`config.mk`:
```
export PLATFORM = sky130hd
export DESIGN_NAME = pe_packet_decoder
export DESIGN_NICKNAME = d
export VERILOG_FILES = /design/src/rtl/pe_packet_decoder_pkg.sv /design/src/rtl/pe_packet_decoder_sat_counter.sv /design/src/rtl/pe_packet_decoder.sv
export SDC_FILE = /design/constraint.sdc
export NUM_CORES = 1
export LEC_CHECK = 0
export BUFFER_PORTS_ARGS = -buffer_cell sky130_fd_sc_hd__buf_2
export CAP_MARGIN = 40
export CORE_MARGIN = 5
export CORE_UTILIZATION = 45
export CTS_BUF_LIST = sky130_fd_sc_hd__clkbuf_8
export CTS_CLUSTER_DIAMETER = 50
export DETAILED_ROUTE_END_ITERATION = 8
export MAX_ROUTING_LAYER = met4
export PLACE_DENSITY = 0.83
export SYNTH_ARGS = -nofsm -noshare
export SYNTH_HDL_FRONTEND = slang
export SYNTH_SLANG_ARGS = --single-unit
```
`constraint.sdc`:
```
create_clock -name clk -period 2 [get_ports clk]
set_clock_uncertainty 0.15 [all_clocks]
set_input_delay 0.2 -clock clk [delete_from_list [all_inputs] [get_ports clk]]
set_output_delay 0.2 -clock clk [all_outputs]
set_load 0.03 [all_outputs]
```
`src/rtl/pe_packet_decoder_pkg.sv`:
```
// Purpose : shared definitions for the PE packet decoder and the downstream split stage.
// Latency : n/a (types, constants and helper functions only).
// Backpressure: n/a.
//
// Contents: state encoding, default payload width / flit count, header field
// positions and small helpers that size the datapath from the element width.
package pe_packet_decoder_pkg;

    // A payload always carries five elements: one filter row or one ifmap window.
    localparam int ROWS             = 5;
    localparam int FILTER_WIDTH_DEF = 8;
    localparam int FLIT_WIDTH_DEF   = 32;
    localparam int PAYLOAD_W        = ROWS * FILTER_WIDTH_DEF;
    localparam int NPAY             = (PAYLOAD_W + FLIT_WIDTH_DEF - 1) / FLIT_WIDTH_DEF;

    // Header field positions, counted down from the flit MSB
    // (offset 0 is bit FLIT_WIDTH-1).
    localparam int HDR_TYPE_OFS   = 0;
    localparam int HDR_ROW_HI_OFS = 1;
    localparam int HDR_ROW_LO_OFS = 3;
    localparam int ROW_W          = HDR_ROW_LO_OFS - HDR_ROW_HI_OFS + 1;

    // Legal filter row tags.
    localparam logic [ROW_W-1:0] ROW_MIN = 3'd1;
    localparam logic [ROW_W-1:0] ROW_MAX = 3'd5;

    localparam int DROP_CNT_W = 8;

    // Decoder state encoding.
    typedef logic [1:0] state_t;
    localparam state_t ST_HDR = 2'd0;
    localparam state_t ST_PAY = 2'd1;
    localparam state_t ST_OUT = 2'd2;

    function automatic int calc_payload_w(input int filter_w);
        return ROWS * filter_w;
    endfunction

    // Number of payload flits: ceil(payload bits / flit bits).
    function automatic int calc_npay(input int filter_w, input int flit_w);
        return (ROWS * filter_w + flit_w - 1) / flit_w;
    endfunction

    function automatic logic row_is_valid(input logic [ROW_W-1:0] row);
        return (row >= ROW_MIN) && (row <= ROW_MAX);
    endfunction

endpackage

```
`src/rtl/pe_packet_decoder_sat_counter.sv`:
```
// Purpose : saturating up-counter, used for the dropped-packet statistic.
// Latency : count reflects an increment on the clock edge that samples i_inc.
// Backpressure: none; holds at all-ones instead of wrapping.
//
// Ports: clk, rst_n (async active-low), i_inc (count one event), o_cnt (current count).
module sat_counter #(
    parameter int WIDTH = 8
) (
    input  logic             clk,
    input  logic             rst_n,
    input  logic             i_inc,
    output logic [WIDTH-1:0] o_cnt
);

    logic [WIDTH-1:0] r_cnt;

    always_ff @(posedge clk or negedge rst_n) begin
        if (!rst_n) begin
            r_cnt <= '0;
        end else if (i_inc && (r_cnt != '1)) begin
            r_cnt <= r_cnt + WIDTH'(1);
        end
    end

    assign o_cnt = r_cnt;

endmodule

```
`src/rtl/pe_packet_decoder.sv`:
```
// Purpose : reassembles header + payload flits into one (payload, type, row) triple per packet.
// Latency : out_valid rises the cycle after the last payload flit is accepted; NPAY+2 cycles/packet.
// Backpressure: in_ready drops while a triple waits in OUT; outputs hold until out_ready.
//
// Ports:
//   clk, rst_n                 single clock, async active-low reset
//   in_flit/in_valid/in_ready  flit input (header flit followed by NPAY payload flits)
//   out_data/out_ifmapb_filter/out_filter_row/out_valid/out_ready  reassembled triple
//   err_pulse                  one-cycle pulse when a filter packet with a bad row is dropped
//   drop_cnt                   saturating count of dropped packets
module pe_packet_decoder
    import pe_packet_decoder_pkg::*;
#(
    parameter int FILTER_WIDTH = 8,
    parameter int FLIT_WIDTH   = 32
) (
    input  logic                      clk,
    input  logic                      rst_n,
    input  logic [FLIT_WIDTH-1:0]     in_flit,
    input  logic                      in_valid,
    output logic                      in_ready,
    output logic [5*FILTER_WIDTH-1:0] out_data,
    output logic                      out_ifmapb_filter,
    output logic [2:0]                out_filter_row,
    output logic                      out_valid,
    input  logic                      out_ready,
    output logic                      err_pulse,
    output logic [7:0]                drop_cnt
);

    localparam int PW     = calc_payload_w(FILTER_WIDTH);
    localparam int NP     = calc_npay(FILTER_WIDTH, FLIT_WIDTH);
    // The last flit only contributes its low LAST_W bits; its upper bits are padding.
    localparam int LAST_W = PW - (NP - 1) * FLIT_WIDTH;
    localparam int CNT_W  = (NP > 1) ? $clog2(NP) : 1;
    localparam logic [CNT_W-1:0] CNT_LAST = CNT_W'(NP - 1);

    localparam int TYPE_BIT = FLIT_WIDTH - 1 - HDR_TYPE_OFS;
    localparam int ROW_HI   = FLIT_WIDTH - 1 - HDR_ROW_HI_OFS;
    localparam int ROW_LO   = FLIT_WIDTH - 1 - HDR_ROW_LO_OFS;

    state_t           r_state;
    logic [CNT_W-1:0] r_cnt;
    logic             r_started;
    logic [PW-1:0]    r_data;
    logic             r_type;
    logic [ROW_W-1:0] r_row;
    logic             r_err;

    logic w_acc_hdr;
    logic w_acc_pay;
    logic w_last;
    logic w_drop;
    logic w_drop_now;

    // r_started keeps in_ready low during reset and releases it on the first
    // clock edge afterwards, independent of the state register.
    assign in_ready  = r_started && (r_state != ST_OUT);

    assign w_acc_hdr  = in_valid && in_ready && (r_state == ST_HDR);
    assign w_acc_pay  = in_valid && in_ready && (r_state == ST_PAY);
    assign w_last     = w_acc_pay && (r_cnt == CNT_LAST);
    // Only filter packets are range-checked; ifmap rows pass through as-is.
    assign w_drop     = r_type && !row_is_valid(r_row);
    assign w_drop_now = w_last && w_drop;

    // ------------------------------------------------------------------
    // Control: state, payload flit counter, error pulse
    // ------------------------------------------------------------------
    always_ff @(posedge clk or negedge rst_n) begin
        if (!rst_n) begin
            r_state   <= ST_HDR;
            r_cnt     <= '0;
            r_started <= 1'b0;
            r_err     <= 1'b0;
        end else begin
            r_started <= 1'b1;
            r_err     <= 1'b0;
            case (r_state)
                ST_HDR: begin
                    if (w_acc_hdr) begin
                        r_cnt   <= '0;
                        r_state <= ST_PAY;
                    end
                end
                ST_PAY: begin
                    if (w_acc_pay) begin
                        if (w_last) begin
                            r_cnt <= '0;
                            if (w_drop) begin
                                r_state <= ST_HDR;
                                r_err   <= 1'b1;
                            end else begin
                                r_state <= ST_OUT;
                            end
                        end else begin
                            r_cnt <= r_cnt + CNT_W'(1);
                        end
                    end
                end
                ST_OUT: begin
                    if (out_ready) begin
                        r_state <= ST_HDR;
                    end
                end
                default: begin
                    r_state <= ST_HDR;
                end
            endcase
        end
    end

    // ------------------------------------------------------------------
    // Datapath: header fields and payload written straight into the output
    // registers. Nothing is accepted in OUT, so they are stable there.
    // ------------------------------------------------------------------
    always_ff @(posedge clk or negedge rst_n) begin
        if (!rst_n) begin
            r_data <= '0;
            r_type <= 1'b0;
            r_row  <= '0;
        end else begin
            if (w_acc_hdr) begin
                r_type <= in_flit[TYPE_BIT];
                r_row  <= in_flit[ROW_HI:ROW_LO];
            end
            if (w_acc_pay) begin
                // Full flits fill the payload from the MSB downward.
                for (int k = 0; k < NP - 1; k++) begin
                    if (r_cnt == CNT_W'(k)) begin
                        r_data[PW-1-k*FLIT_WIDTH -: FLIT_WIDTH] <= in_flit;
                    end
                end
                if (w_last) begin
                    r_data[LAST_W-1:0] <= in_flit[LAST_W-1:0];
                end
            end
        end
    end

    sat_counter #(
        .WIDTH (DROP_CNT_W)
    ) u_drop_cnt (
        .clk   (clk),
        .rst_n (rst_n),
        .i_inc (w_drop_now),
        .o_cnt (drop_cnt)
    );

    assign out_data          = r_data;
    assign out_ifmapb_filter = r_type;
    assign out_filter_row    = r_row;
    assign out_valid         = (r_state == ST_OUT);
    assign err_pulse         = r_err;

endmodule

```
Yosys cells after proc, flatten, opt, wreduce, memory -nomap -nowiden
Cells that the tools add are included.
Operators by class
  add/subtract/negate cells: 2
  $mul: 0
  div/mod/pow operators: 0
  $lt $le $gt $ge: 2
  eq/ne operators: 8
  shifts and indexed selects: 0
  muxes and demuxes: 14
  bitwise operators: 1
  reduce and logical (&&, ||, !) cells: 16
Operator list (count)
  2-bit two-way mux: 5
  1-bit logical AND: 9
  8-bit by 1-bit adder with 8-bit output (second input constant): 1
  2-bit inequality test (second input constant): 4
  8-bit inequality test (second input constant): 1
  1-bit two-way mux: 7
  2-bit case mux with 3 select lines: 1
  2-bit AND reduction: 2
  4-bit AND reduction: 1
  3-bit by 1-bit greater-or-equal comparator with 1-bit output (second input constant): 1
  3-bit <= comparator (second input constant): 1
  3-bit AND reduction: 1
  2-bit by 1-bit equality test with 1-bit output (second input constant): 1
  2-bit equality test (second input constant): 1
  2-bit logical NOT: 1
  2-bit by 1-bit inequality test with 1-bit output (second input constant): 1
  1-bit case mux with 2 select lines: 1
  2-bit nonzero test: 1
  1-bit adder (second input constant): 1
  1-bit logical NOT: 1
  1-bit NOT: 1
Storage, ports and cells
  register bits: 57
  latch bits: 0
  memory bits (writable): 0
  memory bits (read-only): 0
  bits of input ports: 36
  output and inout bits: 55
  logic and storage cells: 52
  memories kept: 0

Longest topological paths before layout
Gate-level depths: netlist (run 1).
  depth after elaboration: 8
  mapped depth: 5
  depth with buffers taken out: 5

Modules after synthesis
A second synthesis (run 1) with hierarchy kept.
Second synthesis, totals
  cell total of the unflattened synthesis: 150
  area total of the unflattened synthesis: 2304.7 um2
Modules (own cells, without submodules)
  pe_packet_decoder: instances 1, cells each 116, area an instance 1896.8 um2, sequential area each 1226.2 um2
  sat_counter: instances 1, cells each 34, area an instance 407.9 um2, sequential area each 200.2 um2

Least setup slack after synthesis (run 1)
OpenSTA, ideal clock, no wires.
  kind: register to register
  from: register u_drop_cnt.r_cnt[0] (netlist: u_drop_cnt.o_cnt[0])
  to: register u_drop_cnt.r_cnt[1] (netlist: u_drop_cnt.o_cnt[1])
  setup time: 0.128 ns
  arrival time: 1.730 ns
  required time: 1.722 ns
  path slack: -0.008 ns
  stages on the path, launching flop included: 6
  buffers on the path: 0
  period minus slack after synthesis: 2.008 ns
  cell sequence: dfrtp_1 -> ha_1 -> and3_1 -> and3_1 -> nor2_1 -> mux2_1
On the way
  cells in the longest elaborated chain, start to end: 2
  elaborated cells on any way between the ends: 3
  classes of those cells: 1 x add/sub; 1 x eq/ne; 1 x reduce/logical
Ends and longest elaborated chain
  start: declaration: RTL line pe_packet_decoder_sat_counter.sv:15  | logic [WIDTH-1:0] r_cnt;
  start signal: assignment: RTL line pe_packet_decoder_sat_counter.sv:21  | r_cnt <= r_cnt + WIDTH'(1);
  parallel branches: the longest is 2 deep, another holds 8-bit by 1-bit adder with 8-bit output
Several ways; the timed one is not identified.
A chain may end at the register's enable or synchronous reset.

Final worst setup path (run 1)
Same ends and word-level chain as after synthesis.

==> summary.txt, run 1 <==
GRT
  • First-pass GRT wire length: 8380 um
  • GRT Util Overall: 17.3%
  • Vias in the first global route: ~1900
  • Initial antenna violation count: 0
  • Largest net degree at the start of global routing: 32
  • Gr ovfl total: 0

Setup path
  • CP required: 2050 ps
  • Slowest stage delay, CP: 420 ps
  • Crit path arrival time: 1930 ps
  • Worst Path Max Fanout: 4
  • WS Path Type: register to register
  • Buf+Inv Stages, Crit Path: 0
  • CP top delay family: simple AND/OR/NAND/NOR gates
  • Critical Path Source Type: register
  • Slowest CP cell: dfrtp_1
  • Setup crit end kind: register
  • Most used cell along the critical path: and3_1
  • Cells along the critical path: ha_1 > and3_1 > and3_1 > nor2_4 > mux2_1

Run
  • Max-Cap Viols: 0

Final layout
  • Area Overhead vs Synth: 48.4%
  • Post-Layout Cell Count: 359
  • Sequential cell area: 0.00143 sq mm
  • Ant. Diodes: 0
  • NumNets Final: roughly 320
  • Layout cells sized above 1: 55.4%
  • Filler cells: roughly 370
  • Area of the multi-input gates: 845 sq um
  • Util after Layout: 67.9%

STA
  • RSZ-0062 raised after global routing: no
  • Final setup viols: 0
  • Final worst path period share: 93.8%
  • Fmax: 533 MHz
  • Setup TNS: 0 ps
  • Worst-Margin Slew: 610 ps
  • Final hold violations: 0
  • Slew Limit Fails: 0
  • Period minus WS final: ~1900 ps
  • Relative slew slack: 59.3%

Synthesis
  • Ys Warns: 0
  • Synth Instances: roughly 150
  • FF+latch count, synth: 57
  • Syn_area_per_cell: 15.5 sq um
  • Seq/Total Area, Yosys: between 60% and 70%
  • Cell Area, Synth: 0.00231 sq mm
  • Synth cell types: 31
  • Post-Synthesis Net Count: 186

Power and ir drop
  • Leakage: 0.00168 uW
  • Pwr Density: 1560 mW/mm^2
  • VDD IR-drop max: 0.000985 V

Floorplanning
  • Io pins: between 90 and 100
  • Die width: roughly 82 um
  • Placeable Area: 0.00504 sq mm
  • Row count: 26
  • Die footprint: 0.00666 sq mm
  • DIE HEIGHT: 81.6 um
  • Initial Util: about 46%

Route
  • Routed wire length: approximately 5200 um
  • # DRC: 0
  • Routed Antenna Nets: 0
  • Initial DRC count: between 40 and 50
  • TritonRoute pass-1 iters: 5
  • Drt via density: approximately 4.8
  • Average routed wire per standard cell: between 10 and 15 um
  • Vias: 1724

Clocking
  • Root buf cell: clkbuf_8
  • Clock latency on the worst-skew pair: approximately 320 ps
  • Setup bufs post-CTS: 0
  • H-tree depth: 3
  • CTS Buffer Depth: 2
  • Total CTS buffers: 9
  • CTS sink cnt: 57
  • Clk pin slew, worst setup/hold paths: about 60 ps
  • CTS tree: built

Placed design
  • PortBufs: 90
  • Routability Congestion: 0.843
  • Placed Cells: roughly 300
  • Dpl hpwl: 3550 um

Hold path
  • HP Class: input port to asynchronous set/reset pin

Status
  • Outcome: finished clean
-- metrics by stage --
stage / cell area [sq um] / setup WS, ps / total power (uW) / hold WS, ps
2_1_floorplan: 2310 / 53.5 / 3560 / -246
3_3_place_gp: 2860 / 173 / 4200 / 90.3
3_5_place_dp: 2860 / 107 / 4280 / 101
4_1_cts: 3420 / 94.2 / 5400 / 286
5_1_grt: 3420 / 35.5 / 5650 / 342
6_report: 3420 / 124 / 5350 / 291
-- synthesized netlist by cell type --
master,count,share of area (%)
nand4_1,1,0.27
nor3_4,1,0.71
o2111ai_4,1,1.1
nand2_1,3,0.49
a31oi_1,2,0.54
a21oi_1,3,0.65
buf_2,1,0.22
xor2_1,4,1.5
ha_1,1,0.54
mux2_1,3,1.5
and3_1,3,0.81
nor3_1,1,0.22
buf_6,3,1.5
nor2_1,2,0.33
nand3b_1,1,0.33
a311oi_1,1,0.38
conb_1,1,0.16
and2_2,2,0.65
o21ai_0,2,0.43
and2_1,2,0.54
nor4_1,1,0.27
dfrtp_1,57,62
nand2b_1,2,0.54
a21o_1,1,0.33
inv_1,1,0.16
nor4_2,1,0.54
mux2_2,43,21
nor3b_4,1,0.81
nand3_1,1,0.22
o2111a_1,2,0.98
and3b_2,1,0.43
-- cell type report --
class | instances | share of cell area, %
flip-flops and latches | 57 | 41.7
repair buffers | 128 | 24.8
multi-input cells | 87 | 24.7
clock buffers | 15 | 6.03
well taps | 70 | 2.56
clock inverters | 1 | 0.146
inverters | 1 | 0.110
-- path summary, 6_finish.rpt --
check,start,slack [ps],depth (start not counted),to
max,u_drop_cnt.o_cnt[0],120,5,u_drop_cnt.o_cnt[1]
min,rst_n,290,2,out_data[23]
max reg2reg,u_drop_cnt.o_cnt[0],120,5,u_drop_cnt.o_cnt[1]
min reg2reg,out_data[16],330,1,out_data[16]
max in group asynchronous,rst_n,840,3,out_data[36]
min in group clk,out_data[16],330,1,out_data[16]
-- cell families (layout without fill, tap and decap cells) --
group	count (synthesis)	in the layout	synth area share, %
multiplexers	46	46	22.5
XOR/XNOR	4	4	1.52
AND/OR/NAND/NOR	23	23	7.16
adder cells (fa/ha/maj)	1	1	0.543
other	1	1	0.163
AO/OA/AOI/OAI	12	12	4.45
flip-flops	57	57	61.9
buffers and inverters	5	145	1.84
-- layout by cell type, fill, tap and decap left out --
master / count
a21o_1: 1
a21oi_1: 3
a311oi_1: 1
a31oi_1: 2
and2_1: 2
and2_2: 2
and3_1: 3
and3b_2: 1
buf_12: 2
buf_2: 90
buf_4: 1
clkbuf_8: 15
clkinv_2: 1
conb_1: 1
dfrtp_1: 57
dlygate4sd3_1: 35
ha_1: 1
inv_1: 1
mux2_1: 3
mux2_2: 43
nand2_1: 3
nand2b_1: 2
nand3_1: 1
nand3b_1: 1
nand4_1: 1
nor2_1: 1
nor2_4: 1
nor3_1: 1
nor3_4: 1
nor3b_4: 1
nor4_1: 1
nor4_2: 1
o2111a_1: 2
o2111ai_4: 1
o21ai_0: 2
xor2_1: 4
-- flip-flops by register name, indices dropped and copies added (netlist names) --
| signal | count |
|---|---|
| err_pulse | 1 |
| out_data | 40 |
| out_filter_row | 3 |
| out_ifmapb_filter | 1 |
| r_cnt | 1 |
| r_started | 1 |
| r_state | 2 |
| u_drop_cnt.o_cnt | 8 |
-- repair_timing --
action,in CTS,in global routing
endpoints found under the setup margin,0,1
hold endpoints to repair,72,0
hold buffers,35,0
gates resized for setup,0,1
-- routing by layer --
| layer | GRT usage (%) | part of all wire, % | vias to the layer above |
|---|---|---|---|
| met4 | 7.81 | 1.9 | 0 |
| met2 | 28.5 | 48 | 73 |
| met5 | - | 0 | - |
| li1 | - | - | 812 |
| met1 | 19.6 | 42 | 828 |
| met3 | 4.82 | 8.1 | 11 |
-- power breakdown --
group / total [uW] / internal, uW / switching [uW]
combinational: 2330 / 871 / 1460
sequential: 1950 / 1650 / 304
clock: 1060 / 651 / 408
total: 5350 / 3170 / 2180
Note: power is estimated with default switching activity, not from simulation.
==> run 2: changes to the inputs <==
Settings changed: ABC_AREA set to 1, CORE_UTILIZATION 45 to 46.
==> run 2 against run 1 <==
Worst setup slack better by 210 ps. Hold slack worse by 160 ps. Register-to-register slack better by 230 ps. Sequential power is 4% lower. Core utilization is 0.44 points lower. Synthesized area is 6.0% higher. Final area is 1.3% higher.
==> summary.txt, run 2 <==
Status
  • Outcome: finished clean (unchanged)

Clocking
  • Clk pin slew, worst setup/hold paths: 60 ps (about the same)
  • CTS tree: built (unchanged)
  • Setup bufs post-CTS: 0 (unchanged)
  • Total CTS buffers: 9 (unchanged)
  • Clock latency on the worst-skew pair: 320 ps (about the same)
  • CTS sink cnt: 57 (unchanged)
  • CTS Buffer Depth: 2 (unchanged)
  • Root buf cell: clkbuf_8 (unchanged)
  • H-tree depth: 3 (unchanged)

Placed design
  • Placed Area: 0.00293 sq mm (was 0.00286 sq mm)
  • Routability Congestion: 0.793 (was 0.843)
  • Dpl hpwl: 4020 um (was 3550 um)
  • PortBufs: 90 (unchanged)

Setup path
  • Critical Path Source Type: register (unchanged)
  • Crit path arrival time: 1310 ps (was 1930 ps)
  • Setup crit end kind: output port (was register)
  • CP top delay family: flip-flops (was simple AND/OR/NAND/NOR gates)
  • Buf+Inv Stages, Crit Path: 3 (was 0)
  • Slowest stage delay, CP: 430 ps (was 420 ps)
  • R2R Setup Slk: 350 ps (was 120 ps)
  • Slowest CP cell: dfrtp_1 (unchanged)
  • Worst Path Max Fanout: 5 (was 4)
  • WS Path Type: register to output port (was register to register)
  • Cells along the critical path: inv_2 > nand2_2 > inv_1 > nor2_1 > buf_2 (was ha_1 > and3_1 > and3_1 > nor2_4 > mux2_1)
  • CP required: 1650 ps (was 2050 ps)

Synthesis
  • Synth Instances: 280 (was 149)
  • Syn_area_per_cell: 8.73 sq um (was 15.5 sq um)
  • Dominant cell type by area after synthesis: dfrtp_1 (unchanged)
  • Synth Area in XOR/XNOR: 1.07% (was 1.52%)
  • Post-Synthesis Net Count: 317 (was 186)
  • Cell Area, Synth: 0.00244 sq mm (was 0.00231 sq mm)
  • Synth Area in Adders: 0.512% (was 0.543%)
  • Seq/Total Area, Yosys: 58.3% (was 61.9%)
  • Ys Warns: 0 (unchanged)
  • EDFF count, synth: 0 (unchanged)
  • Synth Area in Compound Gates: 2.35% (was 4.45%)
  • Top FF cell, synth: dfrtp_1 (unchanged)
  • Synth cell types: 22 (was 31)
  • Ys async rst share: 100% (unchanged)
  • Post-synth top cells: nand2_1 (153), dfrtp_1 (57), inv_1 (16) (was dfrtp_1 (57), mux2_2 (43), xor2_1 (4))
  • Yosys top cell area share: 58.3% (was 61.9%)
  • Most common cell in the netlist: nand2_1 (was dfrtp_1)
  • FF+latch count, synth: 57 (unchanged)
  • Main combinational cell family by area after synthesis: simple AND/OR/NAND/NOR gates (was multiplexers)
  • Synth area leaders: dfrtp_1 (58%), nand2_1 (23%), buf_6 (3.7%) (was dfrtp_1 (62%), mux2_2 (21%), xor2_1 (1.5%))
  • Post-Synth Simple-Gate Area: 30.9% (was 7.16%)
  • Mux cell area share after synthesis: 0% (was 22.5%)

Run
  • Max-Cap Viols: 0 (unchanged)

Floorplanning
  • Io pins: 91 (unchanged)
  • Initial Util: 47.6% (was 45.7%)
  • Die footprint: 0.00687 sq mm (was 0.00666 sq mm)
  • Die width: 82.9 um (was 81.6 um)
  • Row count: 26 (unchanged)
  • DIE HEIGHT: 82.9 um (was 81.6 um)
  • Placeable Area: 0.00514 sq mm (was 0.00504 sq mm)

Power and ir drop
  • Leakage: 0.00199 uW (was 0.00168 uW)
  • VDD IR-drop max: 0.000903 V (was 0.000985 V)
  • Total power draw: 5060 uW (was 5350 uW)
  • Pwr Density: 1460 mW/mm^2 (was 1560 mW/mm^2)

Final layout
  • Most frequent cells in the layout: nand2_1 (153), buf_2 (90), dfrtp_1 (57) (was buf_2 (90), dfrtp_1 (57), mux2_2 (43))
  • Layout cells sized above 1: 30.3% (was 55.4%)
  • Leading cell type in the layout, fill and taps excluded: nand2_1 (was buf_2)
  • Max reg flops: 40 (unchanged)
  • Sequential cell area: 0.00143 sq mm (unchanged)
  • Area of the multi-input gates: 855 sq um (was 845 sq um)
  • Final Instance Area: 0.00347 sq mm (was 0.00342 sq mm)
  • Area Overhead vs Synth: 41.8% (was 48.4%)
  • Filler cells: 448 (was 365)
  • NumNets Final: 449 (was 321)
  • Ant. Diodes: 0 (unchanged)

Route
  • Metal-1 WL: 2760 um (was 2150 um)
  • Drt via density: 4.56 (was 4.80)
  • Vias: 2217 (was 1724)
  • Initial DRC count: 77 (was 45)
  • Top sig layer: met4 (unchanged)
  • Routed wl met2: 2960 um (was 2500 um)
  • Routed wire length: 6150 um (was 5170 um)
  • # DRC: 0 (unchanged)
  • DR WL met3: 335 um (was 421 um)
  • TritonRoute pass-1 iters: 4 (was 5)
  • Routed Antenna Nets: 0 (unchanged)
  • Average routed wire per standard cell: 12.7 um (was 14.4 um)

STA
  • Slew Limit Fails: 0 (unchanged)
  • Final hold violations: 0 (unchanged)
  • Fmax: 602 MHz (was 533 MHz)
  • Final worst path period share: 83.1% (was 93.8%)
  • Final setup viols: 0 (unchanged)
  • RSZ-0062 raised after global routing: no (unchanged)
  • Period minus WS final: 1660 ps (was 1880 ps)
  • Setup TNS: 0 ps (unchanged)

GRT
  • Gr ovfl total: 0 (unchanged)
  • GRT Util Overall: 19.7% (was 17.3%)
  • First-pass GRT wire length: 10600 um (was 8380 um)
  • Largest net degree at the start of global routing: 35 (was 32)
  • Initial antenna violation count: 0 (unchanged)
  • Vias in the first global route: 2285 (was 1850)

Hold path
  • HP Class: input port to register (was input port to asynchronous set/reset pin)
==> run 2: changes by cell type in the layout (fill, tap and decap cells not counted), sizes merged, moves of 3 or more <==
cell | before | now
and2 | 4 | 0
and3 | 3 | 0
o21ai | 2 | 8
nand2 | 3 | 156
nand3 | 1 | 7
a21oi | 3 | 0
nor2 | 2 | 15
inv | 1 | 20
clkbuf | 15 | 11
xnor2 | 0 | 3
xor2 | 4 | 0
mux2 | 46 | 0
==> run 2: area by class of cell <==
class                           instances  area share [%]
Clock buffer                           11            4.37
Clock inverter                          4            1.26
Inverter                               19            2.13
Tap cell                               70            2.53
Timing Repair Buffer                  129            23.9
Sequential cell                        57            41.2
Multi-Input combinational cell        196            24.7
==> run 2: kinds of logic (layout without fill, tap and decap cells) <==
kind of cell,count (synthesis),in the layout
other,1,1
adders and majority gates,1,1
buffers and inverters,27,163
xor gates and xnor gates,3,3
AOI/OAI and AO/OA,9,9
and+or+nand+nor,182,182
DFF,57,57
==> run 2: what timing repair did <==
item                                   CTS  global route
endpoints found under the hold margin   62             0
hold buffers                            34             0
gates resized for setup                  0             0
==> run 2: layer usage <==
metal | global-route usage, % | up-vias
li1 | - | 1109
met1 | 24.0 | 1024
met2 | 31.0 | 72
met3 | 4.85 | 12
met4 | 8.62 | 0
met5 | - | -
==> run 2: worst register-to-register path: stages (launching register included) <==
cell,delay [ps]
dfrtp_1,420
ha_1,240
nand3_1,160
inv_1,60
nand2_1,80
nand3_2,230
nand2_1,150
o21ai_2,60
==> run 2: power by group <==
part | switching [uW] | internal (uW) | total, uW | leakage, uW
combinational | 1530 | 607 | 2130 | 0.00116
clock | 424 | 627 | 1050 | 0.000106
sequential | 274 | 1610 | 1880 | 0.000724
total | 2220 | 2840 | 5060 | 0.00199
==> run 2: final timing paths <==
path,startpoint,endpoint,depth (start not counted)
setup / recovery,r_state[0],in_ready,5
hold / removal,in_valid,out_filter_row[1],5
setup reg to reg,u_drop_cnt.o_cnt[0],u_drop_cnt.o_cnt[6],7
hold reg to reg,out_data[26],out_data[26],2
max in group asynchronous,rst_n,out_data[13],3
min in group asynchronous,rst_n,out_data[35],2
==> run 2: stage by stage <==
step | util (%) | hold slack, ps | std cells | setup WS (ps)
final | 67.4 | 128 | 486 | 339
after global routing | 67.4 | 144 | 486 | 202
after CTS | 67.4 | 116 | 486 | 310
after detailed placement | 57.0 | 14.5 | 437 | 354
after global placement | 57.0 | 9.64 | 437 | 417
after floorplan | - | -246 | 280 | 342
